<file path="src/rtl/oport_arb_pkg.sv">
// oport_arb_pkg: shared router direction indices, flit width and U-turn mask helper.
package oport_arb_pkg;
  localparam int DIR_N = 0;
  localparam int DIR_S = 1;
  localparam int DIR_E = 2;
  localparam int DIR_W = 3;
  localparam int DIR_B = 4;
  localparam int PKT_W = 16;
  function automatic logic [4:0] uturn_mask(input int dir);
    return (dir == DIR_B) ? 5'b0 : 5'b1 << dir;
  endfunction
endpackage

</file>
<file path="src/rtl/rr_pick5.sv">
// rr_pick5: one-hot round-robin pick over five requests, starting the search at ptr.
module rr_pick5 (
  input  logic [4:0] eff,
  input  logic [2:0] ptr,
  output logic [4:0] gnt,
  output logic [2:0] idx
);
  logic [2:0] j;
  always_comb begin
    gnt = '0;
    idx = '0;
    j = '0;
    for (int k = 4; k >= 0; k--) begin
      j = 3'((int'(ptr) + k) % 5);
      if (eff[j]) begin
        gnt = 5'b1 << j;
        idx = j;
      end
    end
  end
endmodule

</file>
<file path="src/rtl/oport_arb.sv">
// oport_arb: per-direction output-port round-robin arbiter with registered payload stage.
module oport_arb
  import oport_arb_pkg::*;
#(
  parameter int PYLD_W  = PKT_W,
  parameter int OUT_DIR = DIR_N,
  parameter int CNT_W   = 16
) (
  input  logic                clk,
  input  logic                rst,
  input  logic [4:0]          req_i,
  input  logic [5*PYLD_W-1:0] payload_i,
  input  logic                obuf_rdy_i,
  input  logic [4:0]          en_mask_i,
  output logic [4:0]          gnt_o,
  output logic                obuf_vld_o,
  output logic [PYLD_W-1:0]   payload_o,
  output logic [CNT_W-1:0]    xfer_cnt_o
);
  logic [4:0] eff;
  logic [2:0] idx, rr_ptr;
  logic       xfer;
  // Forcing eff low during reset keeps gnt_o at zero, so no buffer pops a flit that gets discarded.
  assign eff  = rst ? '0 : req_i & en_mask_i & ~uturn_mask(OUT_DIR);
  assign xfer = |gnt_o & obuf_rdy_i;
  rr_pick5 u_pick (.eff(eff), .ptr(rr_ptr), .gnt(gnt_o), .idx(idx));
  always_ff @(posedge clk) begin
    if (rst) begin
      rr_ptr     <= '0;
      obuf_vld_o <= 1'b0;
      payload_o  <= '0;
      xfer_cnt_o <= '0;
    end else begin
      obuf_vld_o <= xfer;
      if (xfer) begin
        payload_o  <= payload_i[idx*PYLD_W +: PYLD_W];
        rr_ptr     <= (idx == 3'd4) ? 3'd0 : idx + 3'd1;
        xfer_cnt_o <= xfer_cnt_o + CNT_W'(~&xfer_cnt_o);
      end
    end
  end
endmodule

</file>
<file path="config.mk">
export PLATFORM = sky130hd
export DESIGN_NAME = oport_arb
export DESIGN_NICKNAME = d
export VERILOG_FILES = /design/src/rtl/oport_arb_pkg.sv /design/src/rtl/rr_pick5.sv /design/src/rtl/oport_arb.sv
export SDC_FILE = /design/constraint.sdc
export NUM_CORES = 1
export LEC_CHECK = 0
export CORE_ASPECT_RATIO = 1.75
export CORE_UTILIZATION = 50
export DETAILED_ROUTE_END_ITERATION = 8
export HOLD_SLACK_MARGIN = 0.05
export PLACE_DENSITY = 0.93
export SETUP_SLACK_MARGIN = 0.05
export SYNTH_ARGS = -nofsm -noshare
export SYNTH_HDL_FRONTEND = slang
export SYNTH_SLANG_ARGS = --single-unit
</file>
<file path="constraint.sdc">
create_clock -name clk -period 17.52 [get_ports clk]
set_clock_uncertainty 0.2 [all_clocks]
set_input_delay 2.628 -clock clk [delete_from_list [all_inputs] [get_ports clk]]
set_output_delay 2.628 -clock clk [all_outputs]
set_load 0.02 [all_outputs]
</file>
Word level (Yosys, flattened, before mapping)
Index checks and enable logic that the tools add are counted.
{ "word_totals": {"ff_bits": 36, "inputBits": 93, "out_inout_bits": 38, "elab_cells": 54} }
{ "classes": {"addsub": 6, "div": 5, "n_lt_le_gt_ge": 5, "n_eq_ne": 1, "shift": 6, "mux": 22, "bitwise_logic": 2, "reduce_logical": 3} }
{ "ops": {"columns": ["op", "n"], "rows": [
  ["modulo 32 x 4 -> 32 bit, second input constant", 4],
  ["variable part select 80 x 8 -> 16 bit", 1],
  ["modulo 4 x 4 -> 32 bit, second input constant", 1],
  ["2-to-1 mux 5 bit", 6],
  ["left shift 1 x 3 -> 5 bit, first input constant", 5],
  ["< comparator 3 x 4 -> 1 bit, second input constant", 5],
  ["2-to-1 mux 3 bit", 6],
  ["adder 16 x 1 -> 16 bit", 1],
  ["AND reduction 16 bit", 1],
  ["binary-select mux 1 bit (select 3 bit)", 5],
  ["adder 3 x 2 -> 4 bit, second input constant", 2],
  ["AND 5 bit", 1],
  ["2-to-1 mux 1 bit", 5],
  ["OR reduction 5 bit", 1],
  ["adder 3 x 1 -> 4 bit, second input constant", 1],
  ["adder 3 x 3 -> 4 bit, second input constant", 1],
  ["adder 3 x 1 -> 3 bit, second input constant", 1],
  ["equality test 3 bit, second input constant", 1],
  ["AND 1 bit", 1],
  ["zero test 1 bit", 1]
]} }

Depth between registers and ports, before layout
{ "depth": {"ltp_word": 11, "ltp_mapped": 25, "depth_no_buf": 21} }

By module
A second synthesis with hierarchy kept.
{ "unflattened": {"hier_cells": 458, "hier_area_um2": 4105.2} }
{ "modules_own_cells": {"columns": ["module", "instances", "cells_per_inst", "area_each_um2"], "rows": [
  ["oport_arb", 1, 220, 2265.9],
  ["rr_pick5", 1, 238, 1839.3]
]} }

Worst setup path after synthesis
OpenSTA, ideal clock, no wires.
{ "synth_path": {"path_type": "flip-flop to output port", "start": "reg rr_ptr[0]", "end": "out gnt_o[4]", "t_arrival_ns": 4.847, "required_ns": 14.692, "setup_slack_ns": 9.845, "path_stages_with_launch": 21, "n_path_buf": 4, "path_cell_list": "dfxtp_1 > buf_6 > clkinv_1 > clkbuf_1 > ha_1 > inv_1 > ha_1 > buf_2 > o21ai_0 > mux2i_1 > inv_1 > ha_1 > nor2b_1 > o211ai_1 > or3b_1 > a32o_2 > o21a_4 > o311ai_4 > nand4_2 > a32oi_4 > clkbuf_1"} }
{ "synth_between": {"elab_chain_len": 9} }
{ "synth_lines": {"columns": ["element", "line_no", "rtl"], "rows": [
  ["start, declared", "oport_arb.sv:21", "logic [2:0] idx, rr_ptr;"],
  ["start signal, assigned", "oport_arb.sv:37", "rr_ptr <= (idx == 3'd4) ? 3'd0 : idx + 3'd1;"],
  ["adder 3 x 3 -> 4 bit", "rr_pick5.sv:14", "j = 3'((int'(ptr) + k) % 5);"],
  ["modulo 32 x 4 -> 32 bit", "rr_pick5.sv:14", null],
  ["binary-select mux 1 bit (select 3 bit)", "rr_pick5.sv:15", "if (eff[j]) begin"],
  ["2-to-1 mux 1 bit (not written as such)", "rr_pick5.sv:15", null],
  ["2-to-1 mux 5 bit (4 in a row)", "rr_pick5.sv:15", null],
  ["2-to-1 mux 5 bit *", "rr_pick5.sv:15", null],
  ["end, declared", "oport_arb.sv:15", "output logic [4:0] gnt_o,"]
]} }
Mark *: on every way between the ends. The rest lies on a longest branch, timed or not. The select of a mux whose other input is x is not followed.

Worst setup path in the final report
Same ends and word-level chain as after synthesis.

==> flow_summary.ini <==
[clock_network]
cts_setup_buffers = 0
clkSinkCount = 36
cts_resized = 0
cts_hold_buf = 0
path_clk_slew_ns = 0.06
root_buffer = clkbuf_16
clk_latency_ns = 0.29
htree_levels = 2
cts_buffer_depth = 2
numCtsBuffers = 5
cts_tree = built

[sta]
rsz0062_at_grt = no
maxSlewViolCount = 0
finalSetupViolCount = 0
fin_crit_sh = 0.544
fin_crit_ns = 9.53
worst_slew_pin_slew_ns = 1.14
hold_violations = 0
slew_headroom = 0.239
fmax_mhz = 105
setup_tns_ns = 0

[yosys]
ys_ff_latch = 36
ys_async_sr_fraction = 0
synth_edf_count = 0
yosysSeqAreaShare = 0.171
syn_avg_cell_area_um2 = 7.77
syn-cell-area_um2 = 4210
synth_cells = 542
synth.distinct_cells = 79
yosysWarningCount = 0
synth_nets = 659
synthFlopType = dfxtp_1

[layout]
nets = 760
multi_input_area_um2 = 3210
fillers = 646
seq_area_um2 = 721
layout-drive-gt1-share = 0.0792
antennaDiodeCount = 0
area_growth_pct = 32.8
final_core_util = 0.678

[power_and_ir_drop]
leakagePower_nw = 2.09
ir_drop_uv = 123
powerDensity_nw_per_um2 = 164

[die]
coreArea_um2 = 8260
die_w_um = 71.4
die_area_um2 = 8810
ios = 131
placementRows = 44
fp.dieH_um = 123
start_util = 0.510

[global_routing]
first_global_vias = 4823
grt_use_met3 = 0.0481
grt_usage = 0.324
grt_overflow = 0
grt_use_met1 = 0.322
busiest_layer = met2
grt_pass1_wl_mm = 22.4
met2_usage = 0.623
grt_max_degree = 42
antenna_found_initial = 0

[worst_hold_path]
min_to = xfer_cnt_o[7]$_SDFFE_PP0P_
min_from = xfer_cnt_o[7]$_SDFFE_PP0P_
hold_class = reg2reg
whs_path_depth = 2

[setup_path]
crit_path_start_kind = flop
end_kind = primary output
arrival_ns = 6.70
r2r_setup_slack_ns = 10.32
r2r_start = rr_ptr[0]$_SDFFE_PP0P_
r2r_cells = 22
crit_path_frequent_cell = ha_1
crit_required_ns = 14.69
crit_type = reg2out
r2r_end = payload_o[8]$_SDFFE_PP0P_
worstPathCellList = buf_4 > clkinv_1 > ha_1 > inv_1 > ha_1 > o21ai_0 > mux2i_1 > inv_1 > ha_1 > nor2b_1 > o211ai_1 > or3b_1 > a32o_2 > o21a_4 > o311ai_4 > nand4_2 > a32oi_4 > buf_4 > clkdlybuf4s50_1
critPathMaxStageDelay_ns = 0.69
worstPathMaxFanout = 37
slowest_stage = clkdlybuf4s50_1

[drt]
wl_per_cell_um = 19.0
drtIter0Drc = 274
drc = 2
wirelength_mm = 14.0
vias = 4964
ant_nets = 0
first_pass_iters = 7
detail_route.vias_per_cell = 6.74

[outcome]
failed_checks = DRC
status = complete, but fails checks

[placed_design]
dp_hpwl_mm = 10.4
port_buffers = 127
gp_congestion = 0.990

[run]
drv_cap = 0
[cells in the mapped netlist, drive strengths merged, types with 6 or more instances]
cell	n	area, um^2
or3	8	50.1
nor2b	7	43.8
a21oi	50	262
dfxtp	36	721
nand2	33	124
o311ai	7	78.8
ha	24	300
xnor2	6	52.6
nand3	15	75.1
o211ai	11	87.6
a221oi	20	175
nor2	28	105
mux2i	22	220
nor3	28	140
clkbuf	20	75.1
o31ai	10	75.1
o21ai	41	216
and3	6	37.5
a211oi	8	72.6
mux2	18	203
inv	20	75.1
or4	8	60.1
buf	18	129
nand2b	7	43.8
[critical path: cells and delay by family (launching register included)]
family,cells,cell delay [ns]
flops,1,0.31
compound gates,6,1.41
mux,1,0.26
buf+inv,6,2.34
simple gates,3,0.72
fa+ha+maj,3,1.30
[where the power goes]
| group | switching [mW] | internal, mW | total (mW) |
|---|---|---|---|
| registers | 0.0110 | 0.0969 | 0.108 |
| clock network | 0.0349 | 0.0669 | 0.102 |
| logic | 0.423 | 0.287 | 0.710 |
| total | 0.469 | 0.451 | 0.920 |
[per-layer routing]
metal  wire length, um  vias to the layer above
met5                 0                        -
met4               775                        0
met3               853                       56
met2              7460                      253
met1              4900                     2341
li1                  -                     2314
[sequential cells by signal (all words and copies together) (netlist names)]
register,count
payload_o,16
xfer_cnt_o,16
rr_ptr,3
obuf_vld_o,1
[cells by family after synthesis]
group,synth area share
compound gates,0.354
simple gates,0.217
fa+ha+maj,0.0713
flops,0.171
mux,0.100
other cells,0.000890
buf+inv,0.0671
xor+xnor,0.0187
[stage by stage]
stage / instances / hold WS (ns) / cell area, um^2 / power (mW) / setup WS (ns)
floorplan: 542 / 0.358 / 4210 / 0.661 / 9.85
global placement: 728 / 0.274 / 5430 / 0.779 / 8.18
detailed placement: 728 / 0.292 / 5430 / 0.801 / 8.10
CTS: 736 / 0.296 / 5600 / 0.912 / 8.09
global route: 736 / 0.325 / 5600 / 0.991 / 7.69
finish: 736 / 0.298 / 5600 / 0.920 / 7.99
[final cells by class]
| class | instances | share of cell area |
|---|---|---|
| Timing Repair Buffer | 132 | 0.234 |
| Multi-Input combinational cell | 447 | 0.574 |
| Clock inverter | 2 | 0.00626 |
| Sequential cell | 36 | 0.129 |
| Inverter | 21 | 0.0141 |
| Tap cell | 92 | 0.0206 |
| Clock buffer | 6 | 0.0230 |
[placed cells by master, fill, tap and decap left out, types with 6 or more instances in the layout]
cell / netlist / layout
a211oi_1: 7 / 7
a21oi_1: 49 / 49
a221oi_1: 20 / 20
and3_1: 6 / 6
clkdlybuf4s50_1: 0 / 127
dfxtp_1: 36 / 36
ha_1: 24 / 24
inv_1: 17 / 17
mux2_2: 17 / 17
mux2i_1: 22 / 22
nand2_1: 33 / 33
nand2b_1: 7 / 7
nand3_1: 15 / 15
nor2_1: 28 / 28
nor2b_1: 7 / 7
nor3_1: 28 / 28
o211ai_1: 10 / 10
o21ai_0: 36 / 36
o31ai_1: 10 / 10
or3_1: 8 / 8
or4_1: 8 / 8
xnor2_1: 6 / 6
[worst max path at each step]
stage / cells past startpoint / slack, ns / to / startpoint
floorplan: 20 / 9.85 / gnt_o[4] / rr_ptr[0]$_SDFFE_PP0P_
global placement: 12 / 8.18 / gnt_o[4] / rst
detailed placement: 12 / 8.10 / gnt_o[4] / rst
CTS: 12 / 8.09 / gnt_o[4] / rst
global route: 17 / 7.69 / gnt_o[4] / rr_ptr[0]$_SDFFE_PP0P_
finish: 19 / 7.99 / gnt_o[4] / rr_ptr[0]$_SDFFE_PP0P_
Note: power is estimated with default switching activity, not from simulation.
